<file path="src/rtl/oled_frame_sequencer_pkg.sv">
// Shared definitions for the OLED frame sequencer: FSM encoding, frame geometry, blank code.
// The index is fixed at 6 bits (4 pages x 16 columns); NUM_CHARS must not exceed 64.
`timescale 1ns/1ps
package oled_frame_sequencer_pkg;

  localparam int CHAR_W = 8;
  localparam int IDX_W = 6;
  localparam int DEF_NUM_CHARS = 64;
  localparam logic [CHAR_W-1:0] DEF_BLANK_CHAR = 8'h20;

  typedef logic [CHAR_W-1:0] char_t;
  typedef logic [IDX_W-1:0] charIdx_t;

  typedef enum logic [2:0] {
    ST_CLEAR   = 3'd0,
    ST_IDLE    = 3'd1,
    ST_FETCH   = 3'd2,
    ST_SEND    = 3'd3,
    ST_RELEASE = 3'd4
  } seqState_t;

  function automatic logic isLastIdx(input charIdx_t i, input int numChars);
    return i == IDX_W'(numChars - 1);
  endfunction

endpackage

</file>
<file path="src/rtl/oled_frame_sequencer_screen_buffer.sv">
// 64x8 character screen buffer: one synchronous write port, one registered read port (1-cycle latency).
// A read and write to the same address in one cycle return the old contents; no reset on the array.
`timescale 1ns/1ps
module screen_buffer #(
  parameter int DEPTH = 64,
  parameter int AW = 6,
  parameter int DW = 8
) (
  input  logic          clock,
  input  logic          wrEn,
  input  logic [AW-1:0] wrAddr,
  input  logic [DW-1:0] wrData,
  input  logic          rdEn,
  input  logic [AW-1:0] rdAddr,
  output logic [DW-1:0] rdData
);

  logic [DW-1:0] mem [DEPTH];

  always_ff @(posedge clock) begin
    if (wrEn) begin
      mem[wrAddr] <= wrData;
    end
    if (rdEn) begin
      rdData <= mem[rdAddr];
    end
  end

endmodule

</file>
<file path="src/rtl/oled_frame_sequencer.sv">
// Streams the 64-char screen buffer to the OLED controller one char per sendDone handshake.
// Valid rises 2 cycles after a fetch starts and is held until acknowledged; requests arriving while busy are queued as pending flags.
`timescale 1ns/1ps
module oled_frame_sequencer
  import oled_frame_sequencer_pkg::*;
#(
  parameter int    NUM_CHARS  = DEF_NUM_CHARS,
  parameter char_t BLANK_CHAR = DEF_BLANK_CHAR
) (
  input  logic             clock,
  input  logic             reset_n,
  input  logic             wr_en,
  input  logic [IDX_W-1:0] wr_addr,
  input  logic [7:0]       wr_char,
  input  logic             refresh_req,
  input  logic             clear_req,
  output logic             busy,
  output logic             frame_done,
  output logic [7:0]       send_data,
  output logic             send_data_valid,
  input  logic             send_done
);

  seqState_t state;
  charIdx_t  idx;
  logic      fetchPhase;
  logic      refreshPend;
  logic      clearPend;
  logic      atLast;
  logic      streaming;

  logic     bufWrEn;
  charIdx_t bufWrAddr;
  char_t    bufWrData;
  logic     bufRdEn;
  char_t    bufRdData;

  assign atLast    = isLastIdx(idx, NUM_CHARS);
  assign streaming = (state == ST_FETCH) || (state == ST_SEND) || (state == ST_RELEASE);

  // CLEAR owns the write port; user writes are dropped while it runs.
  always_comb begin
    bufWrEn   = wr_en;
    bufWrAddr = wr_addr;
    bufWrData = wr_char;
    if (state == ST_CLEAR) begin
      bufWrEn   = 1'b1;
      bufWrAddr = idx;
      bufWrData = BLANK_CHAR;
    end
  end

  assign bufRdEn = (state == ST_FETCH) && !fetchPhase;

  screen_buffer #(
    .DEPTH(NUM_CHARS),
    .AW   (IDX_W),
    .DW   (CHAR_W)
  ) uBuffer (
    .clock (clock),
    .wrEn  (bufWrEn),
    .wrAddr(bufWrAddr),
    .wrData(bufWrData),
    .rdEn  (bufRdEn),
    .rdAddr(idx),
    .rdData(bufRdData)
  );

  always_ff @(posedge clock or negedge reset_n) begin
    if (!reset_n) begin
      state           <= ST_CLEAR;
      idx             <= '0;
      fetchPhase      <= 1'b0;
      busy            <= 1'b1;
      frame_done      <= 1'b0;
      send_data       <= 8'h00;
      send_data_valid <= 1'b0;
      refreshPend     <= 1'b0;
      clearPend       <= 1'b0;
    end else begin
      frame_done <= 1'b0;

      if (streaming) begin
        if (refresh_req) refreshPend <= 1'b1;
        if (clear_req)   clearPend   <= 1'b1;
      end

      case (state)
        ST_CLEAR: begin
          if (refresh_req) refreshPend <= 1'b1;
          if (atLast) begin
            idx   <= '0;
            state <= ST_IDLE;
            busy  <= refreshPend | refresh_req;
          end else begin
            idx <= idx + IDX_W'(1);
          end
        end

        ST_IDLE: begin
          if (clear_req || clearPend) begin
            state       <= ST_CLEAR;
            idx         <= '0;
            busy        <= 1'b1;
            clearPend   <= 1'b0;
            refreshPend <= refreshPend | refresh_req;
          end else if (refresh_req || refreshPend) begin
            state       <= ST_FETCH;
            idx         <= '0;
            fetchPhase  <= 1'b0;
            busy        <= 1'b1;
            refreshPend <= 1'b0;
          end else begin
            busy <= 1'b0;
          end
        end

        // Phase 0 issues the read, phase 1 registers the returned char onto the link.
        ST_FETCH: begin
          if (!fetchPhase) begin
            fetchPhase <= 1'b1;
          end else begin
            fetchPhase      <= 1'b0;
            send_data       <= bufRdData;
            send_data_valid <= 1'b1;
            state           <= ST_SEND;
          end
        end

        ST_SEND: begin
          if (send_done) begin
            send_data_valid <= 1'b0;
            state           <= ST_RELEASE;
          end
        end

        // The controller holds sendDone for several cycles; wait for it to drop so each ack counts once.
        ST_RELEASE: begin
          if (!send_done) begin
            if (atLast) begin
              frame_done <= 1'b1;
              state      <= ST_IDLE;
              busy       <= refreshPend | clearPend | refresh_req | clear_req;
            end else begin
              idx   <= idx + IDX_W'(1);
              state <= ST_FETCH;
            end
          end
        end

        default: begin
          state <= ST_CLEAR;
          idx   <= '0;
          busy  <= 1'b1;
        end
      endcase
    end
  end

endmodule

</file>
<file path="config.mk">
export PLATFORM = sky130hd
export DESIGN_NAME = oled_frame_sequencer
export DESIGN_NICKNAME = d
export VERILOG_FILES = /design/src/rtl/oled_frame_sequencer_pkg.sv /design/src/rtl/oled_frame_sequencer_screen_buffer.sv /design/src/rtl/oled_frame_sequencer.sv
export SDC_FILE = /design/constraint.sdc
export NUM_CORES = 1
export LEC_CHECK = 0
export BUFFER_PORTS_ARGS = -buffer_cell sky130_fd_sc_hd__buf_2
export CAP_MARGIN = 20
export CORE_MARGIN = 8
export CORE_UTILIZATION = 55
export DETAILED_ROUTE_END_ITERATION = 7
export GPL_TIMING_DRIVEN = 0
export PLACE_DENSITY = 0.82
export SYNTH_ARGS = -nofsm -noshare
export SYNTH_HDL_FRONTEND = slang
export SYNTH_HIERARCHICAL = 1
export SYNTH_SLANG_ARGS = --single-unit
</file>
<file path="constraint.sdc">
create_clock -name clock -period 3.2 [get_ports clock]
set_input_delay 0.16 -clock clock [delete_from_list [all_inputs] [get_ports clock]]
set_output_delay 0.16 -clock clock [all_outputs]
set_load 0.03 [all_outputs]
</file>
**Word-level counts from Yosys, hierarchy flattened**

Memory sizes are Yosys's and may differ from the RTL's. A register that Yosys moved wholly into a read port is not among the register bits.
Index checks and enable logic that the tools add are counted.

- Bits in registers: 23
- Memory bits (writable): 512
- Input bits: 20
- Word-level logic and storage cells: 91
- Memories: 1

Memory list:

| memory | words | width | rd ports | clocked after Yosys merged registers in | wr ports | RTL line | RTL |
|---|---|---|---|---|---|---|---|
| uBuffer.mem | 64 | 8 | 1 | 1 | 1 | oled_frame_sequencer_screen_buffer.sv:18 | `logic [DW-1:0] mem [DEPTH];` |

- $add $sub $neg: 1
- Equal/unequal tests: 14
- Multiplexer cells: 45
- Bitwise logic cells: 5
- Reductions and logical operators: 16

Operator list:

| kind | count |
|---|---|
| $mux 6 | 6 |
| $mux 1 | 25 |
| $pmux 6 s4 | 1 |
| $mux 3 | 6 |
| $ne 2x2->1 const B | 8 |
| $pmux 3 s5 | 1 |
| $mux 8 | 1 |
| $reduce_and 4->1 | 2 |
| $add 6x1->6 const B | 1 |
| $eq 3x2->1 const B | 2 |
| $eq 6x6->1 const B | 1 |
| $pmux 1 s2 | 3 |
| $reduce_and 3->1 | 2 |
| $reduce_and 5->1 | 1 |
| $logic_or 1x1->1 | 4 |
| $or 1x1->1 | 4 |
| $pmux 1 s4 | 1 |
| $reduce_bool 2->1 | 2 |
| $eq 3x1->1 const B | 1 |
| $eq 3x3->1 const B | 1 |
| $logic_not 3->1 | 1 |
| $ne 3x3->1 const B | 1 |
| $mux 2 | 1 |
| $reduce_and 2->1 | 1 |
| other kinds (4) | 4 |

**Depth between registers and ports, before layout**

Gate-level depths: netlist (run 1).

- Depth in word-level cells: 7
- Mapped depth: 9
- Depth with buffers taken out: 6

**Modules after synthesis**

The synthesis (run 1) kept the hierarchy.

Modules (own cells, without submodules):

| module | instances | cells each | area an instance (um^2) |
|---|---|---|---|
| screen_buffer | 1 | 940 | 20246.9 |
| oled_frame_sequencer | 1 | 142 | 1371.3 |

**Worst setup path before layout (run 1)**

OpenSTA, ideal clock, no wires.

- Kind: register -> register
- From: register state[1]
- To: memory uBuffer.mem[0][0] (data pin)
- Library setup time: 0.517 ns
- Arrival: 2.651 ns
- Data required time: 2.683 ns
- Setup slack: 0.032 ns
- Stages on the path, launching flop included: 6
- Path buffers: 2
- Path through: dfrtp_1 -> or2_1 -> clkbuf_1 -> nor2_2 -> buf_2 -> nor2b_1

- Longest elaborated chain between the ends: 2

RTL lines:

| item | RTL line | RTL |
|---|---|---|
| start, declared | oled_frame_sequencer.sv:24 | `seqState_t state;` |
| start signal, assigned | oled_frame_sequencer.sv:71 | `state <= ST_CLEAR;` |
| start signal, assigned | oled_frame_sequencer.sv:93 | `state <= ST_IDLE;` |
| start signal, assigned | oled_frame_sequencer.sv:102 | `state <= ST_CLEAR;` |
| $logic_not 3->1 | oled_frame_sequencer.sv:46 | `if (state == ST_CLEAR) begin` |
| $mux 8 | oled_frame_sequencer.sv:46 |  |
| net bufWrData[0] | oled_frame_sequencer.sv:34 | `char_t bufWrData;` |
| end, declared | oled_frame_sequencer_screen_buffer.sv:18 |  |

The timed path passes the listed nets, and every way through them passes these cells.

==> results of run 1 <==
## per-layer routing
metal,vias up,share of wire [%]
met5,-,0.022
li1,4726,-
met2,1178,48
met4,2,6.4
met1,6248,32
met3,287,14
## cells by family after synthesis
logic type | share of synthesized area [%]
AO/OA/AOI/OAI | 3.073
multiplexers | 15.69
AND/OR/NAND/NOR | 4.572
flip-flops | 74.90
adder cells (fa/ha/maj) | 0.05787
buffers and inverters | 1.707
## final cells by class
class | count | area share, %
Buffer | 51 | 1.416
Timing Repair Buffer | 84 | 3.531
Multi-Input combinational cell | 476 | 22.44
Clock inverter | 36 | 1.313
Tap cell | 518 | 2.547
Antenna cell | 3 | 0.02950
Sequential cell | 543 | 63.64
Clock buffer | 57 | 5.021
Inverter | 4 | 0.05901
## placed cells by master, fill, tap and decap left out, types with 10 or more instances in the layout
cell,n
clkinv_2,12
clkbuf_1,15
edfxtp_1,520
buf_4,37
nand3_1,10
nor2_1,30
nor3_1,10
buf_12,25
mux4_2,126
nand2_1,23
nor2_4,61
a21oi_1,10
buf_2,40
mux2_2,18
dfrtp_1,21
clkbuf_16,50
nor2b_1,11
clkinv_1,14
mux2i_1,24
## power groups by stage
stage | combinational (mW) | sequential [mW] | clock (mW)
floorplan | 3.81 | 9.30 | 0
global placement | 5.72 | 9.28 | 0
detailed placement | 6.15 | 9.20 | 0
CTS | 6.72 | 9.06 | 5.94
global route | 7.31 | 9.10 | 6.27
finish | 7.18 | 9.07 | 6.00
## critical path, cell delays in order, from the launching register on
cell and delay [ps]:
dfrtp_1 460, buf_4 250, clkbuf_4 330, buf_4 280
buf_2 390, nand3_2 350, o221ai_1 430, a21oi_1 110
o21ai_1 160, o41ai_1 180
## stage by stage
stage                     hold WS (ps)  util [%]  total power, mW  instance area (µm²)
after floorplan                 -135.6         -            13.11                21620
after global placement           159.2     57.87            15.00                22420
after detailed placement         172.3     58.51            15.36                22670
after CTS                        26.48     65.56            21.71                25400
after global routing             22.61     65.68            22.68                25440
final                            32.66     65.68            22.25                25440
## flip-flops by register name, indices dropped and copies added (netlist names)
signal / flops
send_data: 8
uBuffer/mem: 512
busy: 1
idx: 6
state: 3
send_data_valid: 1
clearPend: 1
uBuffer/rdData: 8
refreshPend: 1
fetchPhase: 1
frame_done: 1
## worst paths after layout
check                                endpoint              start  depth (start not counted)  slack (ps)
max                         uBuffer/rdData[3]             idx[1]                          9         -50
min                        uBuffer/mem[32][7]         wr_char[7]                          2          30
max reg2reg                 uBuffer/rdData[3]             idx[1]                          9         -50
min reg2reg                      send_data[6]  uBuffer/rdData[6]                          1         470
max in group asynchronous              idx[0]            reset_n                          2        2720
min in group asynchronous           clearPend            reset_n                          2         100
## repair_timing
action | CTS | global route
endpoints found under the setup margin | 517 | 280
resized for setup | 160 | 25
buffers inserted | 38 | 0
pin swaps | 24 | 0
hold endpoints to repair | 28 | 0
hold buffers | 4 | 0
==> impl_metrics.ini, run 1 <==
[logic_synthesis]
yosysMostFrequentCell = edfxtp_1
async_flop_share_pct = 4.236
syn_area_um2 = 21620
synthTopCellsByCount = edfxtp_1 (520), mux4_2 (126), nor2_1 (93)
synthDominantAreaCellType = edfxtp_1
synthTopCellsByArea = edfxtp_1 (72%), mux4_2 (13%), dfrtp_1 (2.5%)
yosys.cell_types.count = 63
synth_top_area_share_pct = 72.23
ys_ff_latch = 543
synth_area_per_cell_um2 = 19.98
yosys_most_used_dff = edfxtp_1
postSynthCellCount = 1082
seq_area_frac_synth_pct = 74.90
syn_nets = 1103
synth_edf_count = 520
yosys_warnings = 6

[global_routing]
top_usage_layer = met2
grtUsageMet1_pct = 30.35
first_global_vias = 12530
grt_max_degree = 53
grt_pass1_wl_um = 84210
antenna_found_initial = 2
grt_util_all_layers_pct = 24.85
grt-ovfl-total = 0
gr-usage-met3_pct = 6.939
grt_util_met2_pct = 39.89

[die]
core_area_um2 = 38740
die_x_um = 214.3
initial_core_util_pct = 55.81
placementRows = 72
die_h_um = 214.3
die_area_um2 = 45910
ios = 31

[route]
num_vias = 12440
via_per_inst = 7.021
route.detailed.drc = 0
first_iter_violations = 1968
wl_per_cell_um = 33.53
dr.pass1.iters = 7
detail-route-antenna-nets = 0
totalWireLength_um = 59420

[final_layout]
finalNetCount = 1231
seqCellArea_um2 = 16190
multi_input_area_um2 = 5710
drive_gt1_share_pct = 35.09
finalNonFillerCells = 1772
area_growth_syn_to_layout_pct = 17.70
fillers = 2300

[power]
p_leak_nw = 7.959
ir_worst_vdd_mv = 0.4969
pwr-share-comb_pct = 32.3
powerDensity_nw_per_um2 = 874.5
seq_power_share_pct = 40.8
p_sw_share_pct = 33.40
p_int_mw = 14.82
power_frac_clock_pct = 26.9
power_switching_mw = 7.432

[cts]
cts_buffers = 50
clk_latency_ps = 600
cts_tree = built
htreeDepth = 2
clk_pin_slew_ps = 70
cts_root_buf = clkbuf_16
clkSinkCount = 543
cts.path.max_buffers = 3

[place]
port_buffers = 30
post-place-ws_ps = -865.2
gp_congestion = 0.9798
hpwl_um = 33730
dp_cells = 1641

[worst_setup_path]
crit_arrival_ps = 3550
crit_path_start_kind = flop
critPathRequiredTime_ps = 3500
path_class = reg2reg
crit_path_end_kind = flop
path_max_fanout = 10

[sta]
setup_tns_ps = -129.8
min_period_ps = 3252
fin_skew_ps = 24.30
worstMarginPinSlew_ps = 930.2
max-slew-margin-rel_pct = 37.99
clock.fmax_mhz = 307.5
maxSlewViolCount = 0
fin_ws_ps = -52.20
fin_crit_sh_pct = 101.6
final-setup-viol-count = 3
hold_viol_final = 0

[status]
outcome = complete, but fails checks
violations = setup timing

[worst_hold_path]
hold_class = in2reg

[run]
max-cap-violations = 0
Note: power is estimated with default switching activity, not from simulation.
==> run 2, diff against run 1 <==
PLACE_DENSITY = 0.79   (was 0.82)
clock period = 3.1 ns   (was 3.2 ns; I/O delays follow)
==> run 2 against run 1 <==
Against the previous run: the run now ends clean; cell count increased by 1.7%; design area increased by 2.2%; flip-flop and latch count unchanged; worst setup slack improved by 53 ps; maximum frequency increased by 4.9%; critical path depth unchanged; clock skew decreased by 4.4 ps; sequential share of layout area decreased by 1.3 points; critical path type unchanged; critical endpoint is now uBuffer/rdData[6]; largest power group unchanged.
==> impl_metrics.ini, run 2 (synthesized netlist as in run 1, its figures left out) <==
[global_routing]
grt_pass1_wl_um = 83120
grt_util_all_layers_pct = 24.43
antenna_found_initial = 2
grt_max_degree = 49
first_global_vias = 12370
grt-ovfl-total = 0

[sta]
clock.fmax_mhz = 322.7
holdWs_ps = 40.61
min_period_ps = 3099
fin_crit_sh_pct = 99.97
hold_viol_final = 0
final-setup-viol-count = 0
fin_ws_ps = 1.012
maxSlewViolCount = 0
max-slew-margin-rel_pct = 33.21
fin_skew_ps = 19.95
worstMarginPinSlew_ps = 994.2

[route]
num_vias = 12180
detail-route-antenna-nets = 0
wl_per_cell_um = 31.75
totalWireLength_um = 57250
dr.pass1.iters = 6
first_iter_violations = 1916
route.detailed.drc = 0
via_per_inst = 6.757

[worst_setup_path]
crit_path_start_kind = flop
path_class = reg2reg
crit_arrival_ps = 3430
crit_path_end_kind = flop
path_max_fanout = 10
critPathRequiredTime_ps = 3430

[final_layout]
top_register = uBuffer/mem
finalNetCount = 1265
finalCoreUtilization_pct = 67.10
fillers = 2292
final_cell_mix = edfxtp_1 (520), mux4_2 (126), nor2_4 (62), clkbuf_16 (55), buf_4 (52)
area_growth_syn_to_layout_pct = 20.24
top_regs = uBuffer/mem (512), send_data (8), uBuffer/rdData (8)
largest_reg_flops = 512
final_area_um2 = 25990
final_common_cell = edfxtp_1
drive_gt1_share_pct = 37.23

[die]
die_h_um = 214.3
die_x_um = 214.3
core_area_um2 = 38740
initial_core_util_pct = 55.81
die_area_um2 = 45910
ios = 31
placementRows = 72

[power]
p_leak_nw = 8.187
powerDensity_nw_per_um2 = 894.0
ir_worst_vdd_mv = 0.4794

[cts]
htreeDepth = 2
cts.path.max_buffers = 3
cts_tree = built
clk_latency_ps = 610
clk_pin_slew_ps = 60
cts_buffers = 54
clkSinkCount = 543
cts_root_buf = clkbuf_16

[status]
outcome = finished clean

[run]
max-cap-violations = 0

[place]
post_dp_cell_area_um2 = 22640
port_buffers = 30
gp_congestion = 0.9590
post-place-ws_ps = -1071
hpwl_um = 33940

[worst_hold_path]
hold_class = in2reg
run 2: changes by cell type in the layout (fill, tap and decap cells not counted), sizes merged:
| cell | delta |
|---|---|
| clkdlybuf4s18 | +1 |
| clkbuf | +10 |
| dlymetal6s2s | -1 |
| buf | +31 |
| bufinv | -2 |
| diode | -2 |
| clkinvlp | -1 |
| clkinv | -5 |
run 2: cell type report:
cell class	count	area [µm²]	share of cell area, %
Clock inverter	28	245.2	0.9434
Clock buffer	68	1425	5.483
Buffer	50	379.1	1.458
Inverter	4	15.01	0.05776
Multi-Input combinational cell	476	5772	22.20
Timing Repair Buffer	115	1311	5.045
Tap cell	518	648.1	2.493
Antenna cell	1	2.502	0.009627
Sequential cell	543	16200	62.31
run 2: routing by layer:
layer	track usage (%)	vias to the layer above	part of all wire (%)
met1	31.69	6196	35
li1	-	4789	-
met5	0	-	0
met3	6.291	219	12
met4	11.88	0	5.7
met2	38.41	978	47
run 2: worst paths after layout:
kind	from	endpoint	slack (ps)	cells after the start
max	idx[0]	uBuffer/rdData[6]	1	9
min	wr_char[3]	uBuffer/mem[45][3]	40	2
max reg2reg	idx[0]	uBuffer/rdData[6]	1	9
min reg2reg	uBuffer/rdData[4]	send_data[4]	460	1
max in group asynchronous	reset_n	idx[0]	2630	2
min in group asynchronous	reset_n	send_data[6]	60	2
run 2: power by group:
group	total, mW	internal [mW]	switching (mW)
combinational	7.57	2.84	4.73
sequential	9.37	9.16	0.211
clock	6.30	3.58	2.72
run 2: what timing repair did:
item | CTS | global route
hold buffers | 4 | 0
endpoints found under the setup margin | 520 | 459
setup buffers | 57 | 14
gates resized for setup | 176 | 23
endpoints found under the hold margin | 30 | 0
pin swaps | 36 | 10
run 2: critical path: stages, from the launching register on:
cell and delay (ps):
dfrtp_2 530, buf_6 270, buf_12 220, buf_12 180
buf_4 270, buf_4 300, a211oi_1 120, nor4_2 280
nor3_1 130, o32ai_1 500
run 2: metrics by stage:
stage / cells / power (mW) / setup TNS [ps]
2_1_floorplan: 1082 / 13.53 / -30330
3_3_place_gp: 1630 / 15.60 / -1253120
3_5_place_dp: 1640 / 15.93 / -411460
4_1_cts: 1790 / 22.79 / -1.578
5_1_grt: 1802 / 23.78 / -392.3
6_report: 1803 / 23.24 / 0
==> run 3, diff against run 2 <==
--- a/config.mk
+++ b/config.mk
@@ -13,3 +13,3 @@
 export GPL_TIMING_DRIVEN = 0
-export PLACE_DENSITY = 0.79
+export PLACE_DENSITY_LB_ADDON = 0.2
 export SYNTH_ARGS = -nofsm -noshare
==> constraint.sdc (replaced) <==
create_clock -name clock -period 3.1 [get_ports clock]
set_input_delay 0.62 -clock clock [delete_from_list [all_inputs] [get_ports clock]]
set_output_delay 0.62 -clock clock [all_outputs]
set_load 0.03 [all_outputs]
==> run 3 against run 2 <==
Against the previous run: critical endpoint is now uBuffer/rdData[5]; combinational power fell by 5.0%; via count fell by 4.3%; design area barely moved; largest power group unchanged; critical path depth fell by 1; sequential power about the same; sequential share of layout area is essentially flat; first-iteration DRC count is 21% lower; flip-flop and latch count is the same; cell count shrank 0.67%; clock power grew 8.9%; clock-buffer cell count increased by 7; maximum frequency is 0.53% higher.
==> impl_metrics.ini, run 3 (synthesized netlist as in run 1, its figures left out) <==
[status]
outcome = finished clean

[final_layout]
top_register = uBuffer/mem
largest_reg_flops = 512
finalCoreUtilization_pct = 67.04
final_cell_mix = edfxtp_1 (520), mux4_2 (126), nor2_4 (63), clkbuf_16 (57), buf_12 (42)
finalNetCount = 1247
final_common_cell = edfxtp_1
top_regs = uBuffer/mem (512), send_data (8), uBuffer/rdData (8)
final_area_um2 = 25970
drive_gt1_share_pct = 36.64
area_growth_syn_to_layout_pct = 20.14
finalNonFillerCells = 1791

[sta]
fin_ws_ps = 17.30
max-slew-margin-rel_pct = 37.31
worstMarginPinSlew_ps = 916.6
fin_skew_ps = 18.40
holdWs_ps = 10.75
clock.fmax_mhz = 324.4
final-setup-viol-count = 0
setup_tns_ps = 0
rsz0062_at_grt = yes
maxSlewViolCount = 0
hold_viol_final = 0
fin_crit_sh_pct = 99.44
min_period_ps = 3083

[place]
post-place-ws_ps = -961.1
gp_congestion = 0.8890
post_dp_cell_area_um2 = 22650
hpwl_um = 33820
port_buffers = 30
dp_cells = 1641

[worst_setup_path]
path_class = reg2reg
slowest_delay_ps = 470
critPathRequiredTime_ps = 3400
path_max_fanout = 10
rr_worst_depth = 8
critPathTopFamily = buffers and inverters
crit_arrival_ps = 3380
crit_path_start_kind = flop
critical_path.cell_chain = buf_2 > buf_4 > clkbuf_2 > clkbuf_4 > mux2i_1 > a21oi_1 > o21ai_1 > o41ai_1
timing.rr.end = uBuffer/rdData[5]
crit_path_end_kind = flop
regToRegSetupSlack_ps = 20
slowest_stage = clkbuf_2
r2r_start = idx[2]
worst-path-stages = 8
crit_buf_inv = 4

[cts]
postCtsHoldBufs = 0
cts.path.max_buffers = 3
clk_pin_slew_ps = 70
cts_buffers = 54
cts_root_buf = clkbuf_16
htreeDepth = 2
clk_latency_ps = 600
clkSinkCount = 543
cts_tree = built

[power]
power_frac_clock_pct = 29.3
total_power_mw = 23.40
p_sw_share_pct = 31.57
powerDensity_nw_per_um2 = 901.0
power_switching_mw = 7.388
ir_worst_vdd_mv = 0.4056
p_int_mw = 16.01
p_leak_nw = 8.181
pwr-share-comb_pct = 30.7
seq_power_share_pct = 40.0

[global_routing]
first_global_vias = 11540
antenna_found_initial = 0
grt_pass1_wl_um = 79170
grt-ovfl-total = 0
grt_max_degree = 49
grt_util_all_layers_pct = 23.47

[route]
num_vias = 11660
wl_per_cell_um = 30.22
route.detailed.drc = 0
dr.pass1.iters = 5
via_per_inst = 6.511
totalWireLength_um = 54130
detail-route-antenna-nets = 0
first_iter_violations = 1517

[die]
die_area_um2 = 45910
initial_core_util_pct = 55.81
placementRows = 72
die_h_um = 214.3
core_area_um2 = 38740
ios = 31
die_x_um = 214.3

[worst_hold_path]
hold_class = in2async

[run]
max-cap-violations = 0
==> run 3: worst max-delay path by stage <==
| stage | startpoint | endpoint | slack, ps |
|---|---|---|---|
| detailed placement | state[1] | uBuffer/mem[4][2] | -960 |
| CTS | idx[4] | uBuffer/rdData[0] | 0.02 |
| floorplan | state[1] | uBuffer/mem[0][0] | -70 |
| global placement | state[1] | uBuffer/mem[12][0] | -2300 |
| finish | idx[2] | uBuffer/rdData[5] | 20 |
| global route | state[0] | uBuffer/mem[50][2] | -30 |
==> run 3: area by class of cell <==
class / count / area [µm²]
buffer: 52 / 356.6
fill: 2425 / 12770
tap: 518 / 648.1
timing repair buffer: 95 / 1139
antenna: 1 / 2.502
inverter: 4 / 15.01
multi-input combinational: 476 / 5728
sequential: 543 / 16190
clock inverter: 27 / 344.1
clock buffer: 75 / 1544
==> run 3: routing by layer <==
layer / wire length (µm) / share of wire, % / GRT usage, % / vias to the layer above
met5: 0 / 0 / 0 / -
met4: 1531 / 2.8 / 7.016 / 0
met3: 5832 / 11 / 6.178 / 105
met2: 25660 / 47 / 36.61 / 658
met1: 21110 / 39 / 32.50 / 6131
li1: - / - / - / 4768
==> run 3: power groups by stage <==
stage / Sequential, mW / Combinational [mW] / Clock [mW]
3_5_place_dp: 9.50 / 6.44 / 0
6_report: 9.35 / 7.19 / 6.86
3_3_place_gp: 9.59 / 6.11 / 0
2_1_floorplan: 9.60 / 3.93 / 0
4_1_cts: 9.34 / 7.02 / 6.93
5_1_grt: 9.38 / 7.48 / 7.24
==> run 3: timing repair <==
item | CTS | global route
resized for setup | 163 | 23
pin swaps | 34 | 13
endpoints found under the setup margin | 517 | 428
setup buffers | 45 | 9
